--- src/rtl/and_gate_sync.sv ---
// Bitwise two-input AND with a combinational result, a registered copy,
// sticky {A[0],B[0]} coverage flags and a saturating non-zero-result counter.
module and_gate_sync #(
    parameter int WIDTH   = 1,
    parameter int COUNT_W = 8
) (
    input  logic               clk,
    input  logic               rst,
    input  logic               en,
    input  logic               clr,
    input  logic [WIDTH-1:0]   A,
    input  logic [WIDTH-1:0]   B,
    output logic [WIDTH-1:0]   Y,
    output logic [WIDTH-1:0]   Y_q,
    output logic [3:0]         seen,
    output logic               all_seen,
    output logic [COUNT_W-1:0] hi_cnt
);

    localparam logic [COUNT_W-1:0] CNT_MAX = '1;
    localparam logic [COUNT_W-1:0] CNT_ONE = COUNT_W'(1);

    logic [WIDTH-1:0]   andVal;
    logic [1:0]         seenIdx;
    logic [WIDTH-1:0]   yCap_d,  yCap_q;
    logic [3:0]         seen_d,  seen_q;
    logic [COUNT_W-1:0] hiCnt_d, hiCnt_q;

    assign andVal  = A & B;
    assign seenIdx = {A[0], B[0]};

    // clr outranks both the coverage set and the counter increment, but
    // leaves the captured result alone.
    always_comb begin
        yCap_d  = yCap_q;
        seen_d  = seen_q;
        hiCnt_d = hiCnt_q;

        if (en) begin
            yCap_d = andVal;
        end

        if (clr) begin
            seen_d  = '0;
            hiCnt_d = '0;
        end else begin
            seen_d = seen_q | (4'b0001 << seenIdx);
            if (en && (|andVal) && (hiCnt_q != CNT_MAX)) begin
                hiCnt_d = hiCnt_q + CNT_ONE;
            end
        end
    end

    always_ff @(posedge clk or posedge rst) begin
        if (rst) begin
            yCap_q  <= '0;
            seen_q  <= '0;
            hiCnt_q <= '0;
        end else begin
            yCap_q  <= yCap_d;
            seen_q  <= seen_d;
            hiCnt_q <= hiCnt_d;
        end
    end

    assign Y        = andVal;
    assign Y_q      = yCap_q;
    assign seen     = seen_q;
    assign all_seen = &seen_q;
    assign hi_cnt   = hiCnt_q;

endmodule

--- config.mk ---
export PLATFORM = sky130hd
export DESIGN_NAME = and_gate_sync
export DESIGN_NICKNAME = d
export VERILOG_FILES = /design/src/rtl/and_gate_sync.sv
export SDC_FILE = /design/constraint.sdc
export NUM_CORES = 1
export LEC_CHECK = 0
export BUFFER_PORTS_ARGS = -buffer_cell sky130_fd_sc_hd__buf_2
export CAP_MARGIN = 10
export CORE_UTILIZATION = 42
export CTS_CLUSTER_DIAMETER = 100
export DETAILED_ROUTE_END_ITERATION = 6
export PLACE_DENSITY_LB_ADDON = 0.25
export SYNTH_ARGS = -nofsm -noshare
export SYNTH_HDL_FRONTEND = slang
export SYNTH_SLANG_ARGS = --single-unit
--- constraint.sdc ---
create_clock -name clk -period 1.44 [get_ports clk]
set_clock_uncertainty 0.1 [all_clocks]
set_input_delay 0 -clock clk [delete_from_list [all_inputs] [get_ports clk]]
set_output_delay 0 -clock clk [all_outputs]
set_load 0.03 [all_outputs]
-- After elaboration in Yosys (flattened, before gate mapping)
Index checks and enable logic that the tools add are counted.
- register bits: 13
- bits in latches: 0
- RAM bits: 0
- ROM bits: 0
- output and inout bits: 15
- memories: 0
- $add $sub $neg: 1
- multiply operators: 0
- div/mod/pow operators: 0
- $lt $le $gt $ge: 0
- eq/ne operators: 1
- shift-type cells: 1
- mux-type cells: 3
- bitwise operators: 2
- reduce and logical (&&, ||, !) cells: 4
- operators with widths (kind ; count):
    $mux W8 ; 2
    $add A8 B1 Y8 const B ; 1
    $ne A8 B8 Y1 const B ; 1
    $mux W4 ; 1
    $or A4 B4 Y4 ; 1
    $reduce_and A4 Y1 ; 1
    $shl A1 B2 Y4 const A ; 1
    $logic_and A1 B1 Y1 ; 2
    $reduce_bool A2 Y1 ; 1
    $and A1 B1 Y1 ; 1

-- Depth between registers and ports, before layout
- depth in word-level cells: 5
- mapped depth: 5
- depth with buffers taken out: 5

-- Worst setup path before layout
Ideal clock, no wire load.
- path type: register -> register
- from: register hiCnt_q[0] (netlist: hi_cnt[0])
- to: register hiCnt_q[7] (netlist: hi_cnt[7])
- setup time: 0.119 ns
- data arrival time: 1.502 ns
- required time: 1.221 ns
- slack: -0.281 ns
- cell stages (with the launch flop): 6
- cells stage by stage: dfrtp_1 > ha_1 > nand3_1 > o211ai_1 > nor3_1 > o21ba_2
- cells in the longest elaborated chain, start to end: 3
- ends and longest elaborated chain (item ; line ; RTL):
    from (decl) ; 27 ; logic [COUNT_W-1:0] hiCnt_d, hiCnt_q;
    from (signal assigned) ; 62 ; hiCnt_q <= hiCnt_d;
    $add A8 B1 Y8 / $ne A8 B8 Y1 (equally long branches) ; 49, 48 ;
    $mux W8 / $logic_and A1 B1 Y1 (equally long branches) ; 48 ; if (en && (|andVal) && (hiCnt_q != CNT_MAX)) begin
    $mux W8 / $reduce_bool A2 Y1 (equally long branches) ; -- ;
Parallel ways exist; a longest one is shown, timed or not. The select of a mux whose other input is x is not followed.
A chain may end at the register's enable or synchronous reset.

-- Worst setup path in the final report
- from: register hiCnt_q[1] (netlist: hi_cnt[1])
- to: register hiCnt_q[7] (netlist: hi_cnt[7])
Same word-level chain as after synthesis.

==> key figures <==
Timing
  – Fin. Hold Viols: 0
  – Slew Viols, Final: 0
  – Peak Freq: 671.4 MHz
  – Max-slew headroom: 0.6698
  – # setup viols final: 4
  – Worst Tran Pin Value: 0.4947 ns
  – Final period util: 1.034
  – Final WS setup: -0.04953 ns
  – RSZ-0062 raised after global routing: true
  – Fin crit period: 1.490 ns

Critical path
  – Worst EP arrival: 1.56 ns
  – Max incr delay on CP: 0.44 ns
  – Worst Setup SP: hi_cnt[1]
  – Crit-path cells: ha_4, nand3_4, o211ai_1, o21a_1, o21ba_2
  – Worst setup EP type: register
  – Critical path type: register to register
  – Worst setup SP type: register
  – Crit-path leading delay family: compound AO/OA/AOI/OAI gates
  – Crit path max-delay cell type: dfrtp_2
  – Buf/Inv on CP: 0
  – Reg2reg start: hi_cnt[1]
  – WP data required: 1.51 ns
  – Crit-path max FO: 4

Floorplan
  – CORE AREA: 1334 µm²
  – Row count: 13
  – Initial core utilization: 0.4615
  – Die width: 40.29 µm
  – Boundary Pins: 21
  – Die H: 40.29 µm
  – Die ar.: 1623 µm²

Detailed routing
  – Number of DRC markers in iteration 0: 16
  – Post-route ant nets: 0
  – DRC viols: 0
  – DRT Wirelength: 1.513 mm
  – Via count: 616
  – Initial DRT Pass Iterations: 4
  – Via density: 5.220
  – Post-DR wirelength/cell: 12.82 µm

Logic synthesis
  – Post-Syn Area: 615.6 µm²
  – Top cells by area, synth: dfrtp_1 53%, nor2_1 7.3%, xor2_1 7.1%
  – Syn_nets: 69
  – Top cell type's share of synthesized area: 0.5285
  – Count leader, synth: dfrtp_1
  – Syn Area/Cell: 9.929 µm²
  – Ys async rst share: 1.000
  – Synth area leader: dfrtp_1
  – Post-synthesis instance total: 62
  – Synthesized flop and latch total: 13
  – Ys Warns: 0
  – Post-synth top cells: 13 x dfrtp_1, 12 x nor2_1, 5 x xor2_1, 4 x a21oi_1, 4 x inv_1
  – Number of enable flip-flop cells after synthesis: 0
  – Synth cell types: 23
  – Sequential fraction of the synthesis area: 0.5285
  – Main synth FF type: dfrtp_1

Clocking
  – Root buf cell: clkbuf_4
  – Total CTS buffers: 3
  – Clk slew on worst S/H paths: 0.08 ns
  – Clock buffer depth: 2
  – CTS H-Tree Depth: 1
  – CTS tree: yes
  – Clock sinks: 13
  – Worst-Skew Late Latency: 0.28 ns

Placed design
  – Dpl cells: 102
  – Setup WS pre-CTS: -0.05118 ns
  – Placed Instance Area: 809.5 µm²
  – IO buf count: 20
  – Final GP Congestion: 0.7665
  – DP HPWL: 989.4 µm

Global routing
  – Number of global-route vias before repair: 516
  – Global-route wire length before repair: 2.180 mm
  – Largest net degree at the start of global routing: 14
  – Remaining Overflow, GRT: 0
  – Initial antenna violation count: 0
  – Total GRT Usage: 0.2109

Cells and area
  – Final Non-Filler Cells: 118
  – Share of cells above drive strength 1: 0.4660
  – Diodes inserted: 0
  – Fillers: 108
  – Nets: 111
  – Finished Cell Area: 964.7 µm²
  – Area growth syn-to-layout: 56.71%

Pwr
  – Internal: 0.0005271 W
  – P_sw: 0.0001960 W
  – Clk network pwr share: 0.315
  – Net Sw Frac: 0.2710
  – Flop pwr share: 0.533
  – Overall Power: 0.0007231 W
  – Peak supply drop: 589.2 µV
  – Leak: 0.4763 nW
  – Comb pwr share: 0.152
  – Pwr/cell area: 749.6 nW/µm²

Flow run
  – MaxCap Viol Count: 0

Outcome
  – Failing checks: setup timing
  – Status: finished, violations left

Worst hold path
  – Min-Delay Path Class: input port to register
  – Min-Delay Startpoint: A
-- stage by stage --
stage               setup TNS (ns)  hold slack, ns  utilization
floorplan                  -0.1243         -0.2235            -
global placement                 0        -0.05289       0.6069
detailed placement        -0.05118        -0.05267       0.6069
CTS                       -0.02262        0.006948       0.7083
global route               -0.5034         0.01994       0.7233
finish                    -0.08958         0.01281       0.7233
-- kinds of logic after synthesis --
logic type | Yosys count | share of synthesized area
adder cells (fa/ha/maj) | 1 | 0.02032
flip-flops | 13 | 0.5285
multiplexers | 1 | 0.01626
buffers and inverters | 5 | 0.03047
AND/OR/NAND/NOR | 24 | 0.1870
XOR/XNOR | 5 | 0.07113
AO/OA/AOI/OAI | 13 | 0.1463
-- cell type report --
type                            instances  area, µm²  share of cell area
Multi-Input combinational cell         44      311.5              0.3230
Tap cell                               15      18.77             0.01946
Inverter                                4      15.01             0.01556
Timing Repair Buffer                   38      259.0              0.2685
Clock buffer                            4      26.28             0.02724
Sequential cell                        13      334.1              0.3463
-- power groups by stage --
stage	clock, W	combinational, W	sequential [W]
after global routing	0.000258	0.000119	0.000387
after floorplan	0	0.0000329	0.000416
final	0.000228	0.000110	0.000385
after global placement	0	0.0000882	0.000392
after CTS	0.000234	0.000109	0.000385
after detailed placement	0	0.0000894	0.000392
-- placed cells by master, fill, tap and decap left out, types with 3 or more instances in the layout --
| cell type | netlist | layout |
|---|---|---|
| a21oi_1 | 4 | 4 |
| buf_2 | 0 | 20 |
| buf_4 | 0 | 9 |
| clkbuf_4 | 0 | 3 |
| dfrtp_1 | 13 | 6 |
| dfrtp_2 | 0 | 7 |
| dlygate4sd3_1 | 0 | 8 |
| inv_1 | 4 | 4 |
| nor2_1 | 12 | 12 |
| o211ai_1 | 3 | 3 |
| xor2_1 | 5 | 5 |
-- registers in the layout, indices dropped and copies added (netlist names) --
| name | cells |
|---|---|
| hi_cnt | 8 |
| seen | 4 |
| Y_q | 1 |
-- worst paths after layout --
check / slack (ns) / end / depth (start not counted)
max reg2reg: -0.05 / hi_cnt[7] / 5
min in group asynchronous: 0.18 / seen[0] / 3
max: -0.05 / hi_cnt[7] / 5
min reg2reg: 0.44 / seen[0] / 2
max in group asynchronous: 0.70 / hi_cnt[1] / 3
min: 0.01 / seen[0] / 4
-- routing by layer --
metal,up-vias,GRT usage,wire length [µm]
met1,302,0.2577,715
met4,0,0.07500,9
li1,299,-,-
met5,-,0,0
met3,3,0.06667,48
met2,12,0.3468,739
-- repair_timing --
item / in CTS / in global routing
buffers inserted: 3 / 2
endpoints found under the setup margin: 4 / 7
hold buffers: 8 / 0
endpoints found under the hold margin: 25 / 0
resized for setup: 1 / 4
pin swaps: 5 / 13
-- worst reg2reg max path, delay by kind of cell (launching register included) --
family                   cells  cell delay [ns]
AO/OA/AOI/OAI                3             0.57
flip-flops                   1             0.44
AND/OR/NAND/NOR              1             0.09
adder cells (fa/ha/maj)      1             0.19
Note: power is estimated with default switching activity, not from simulation.
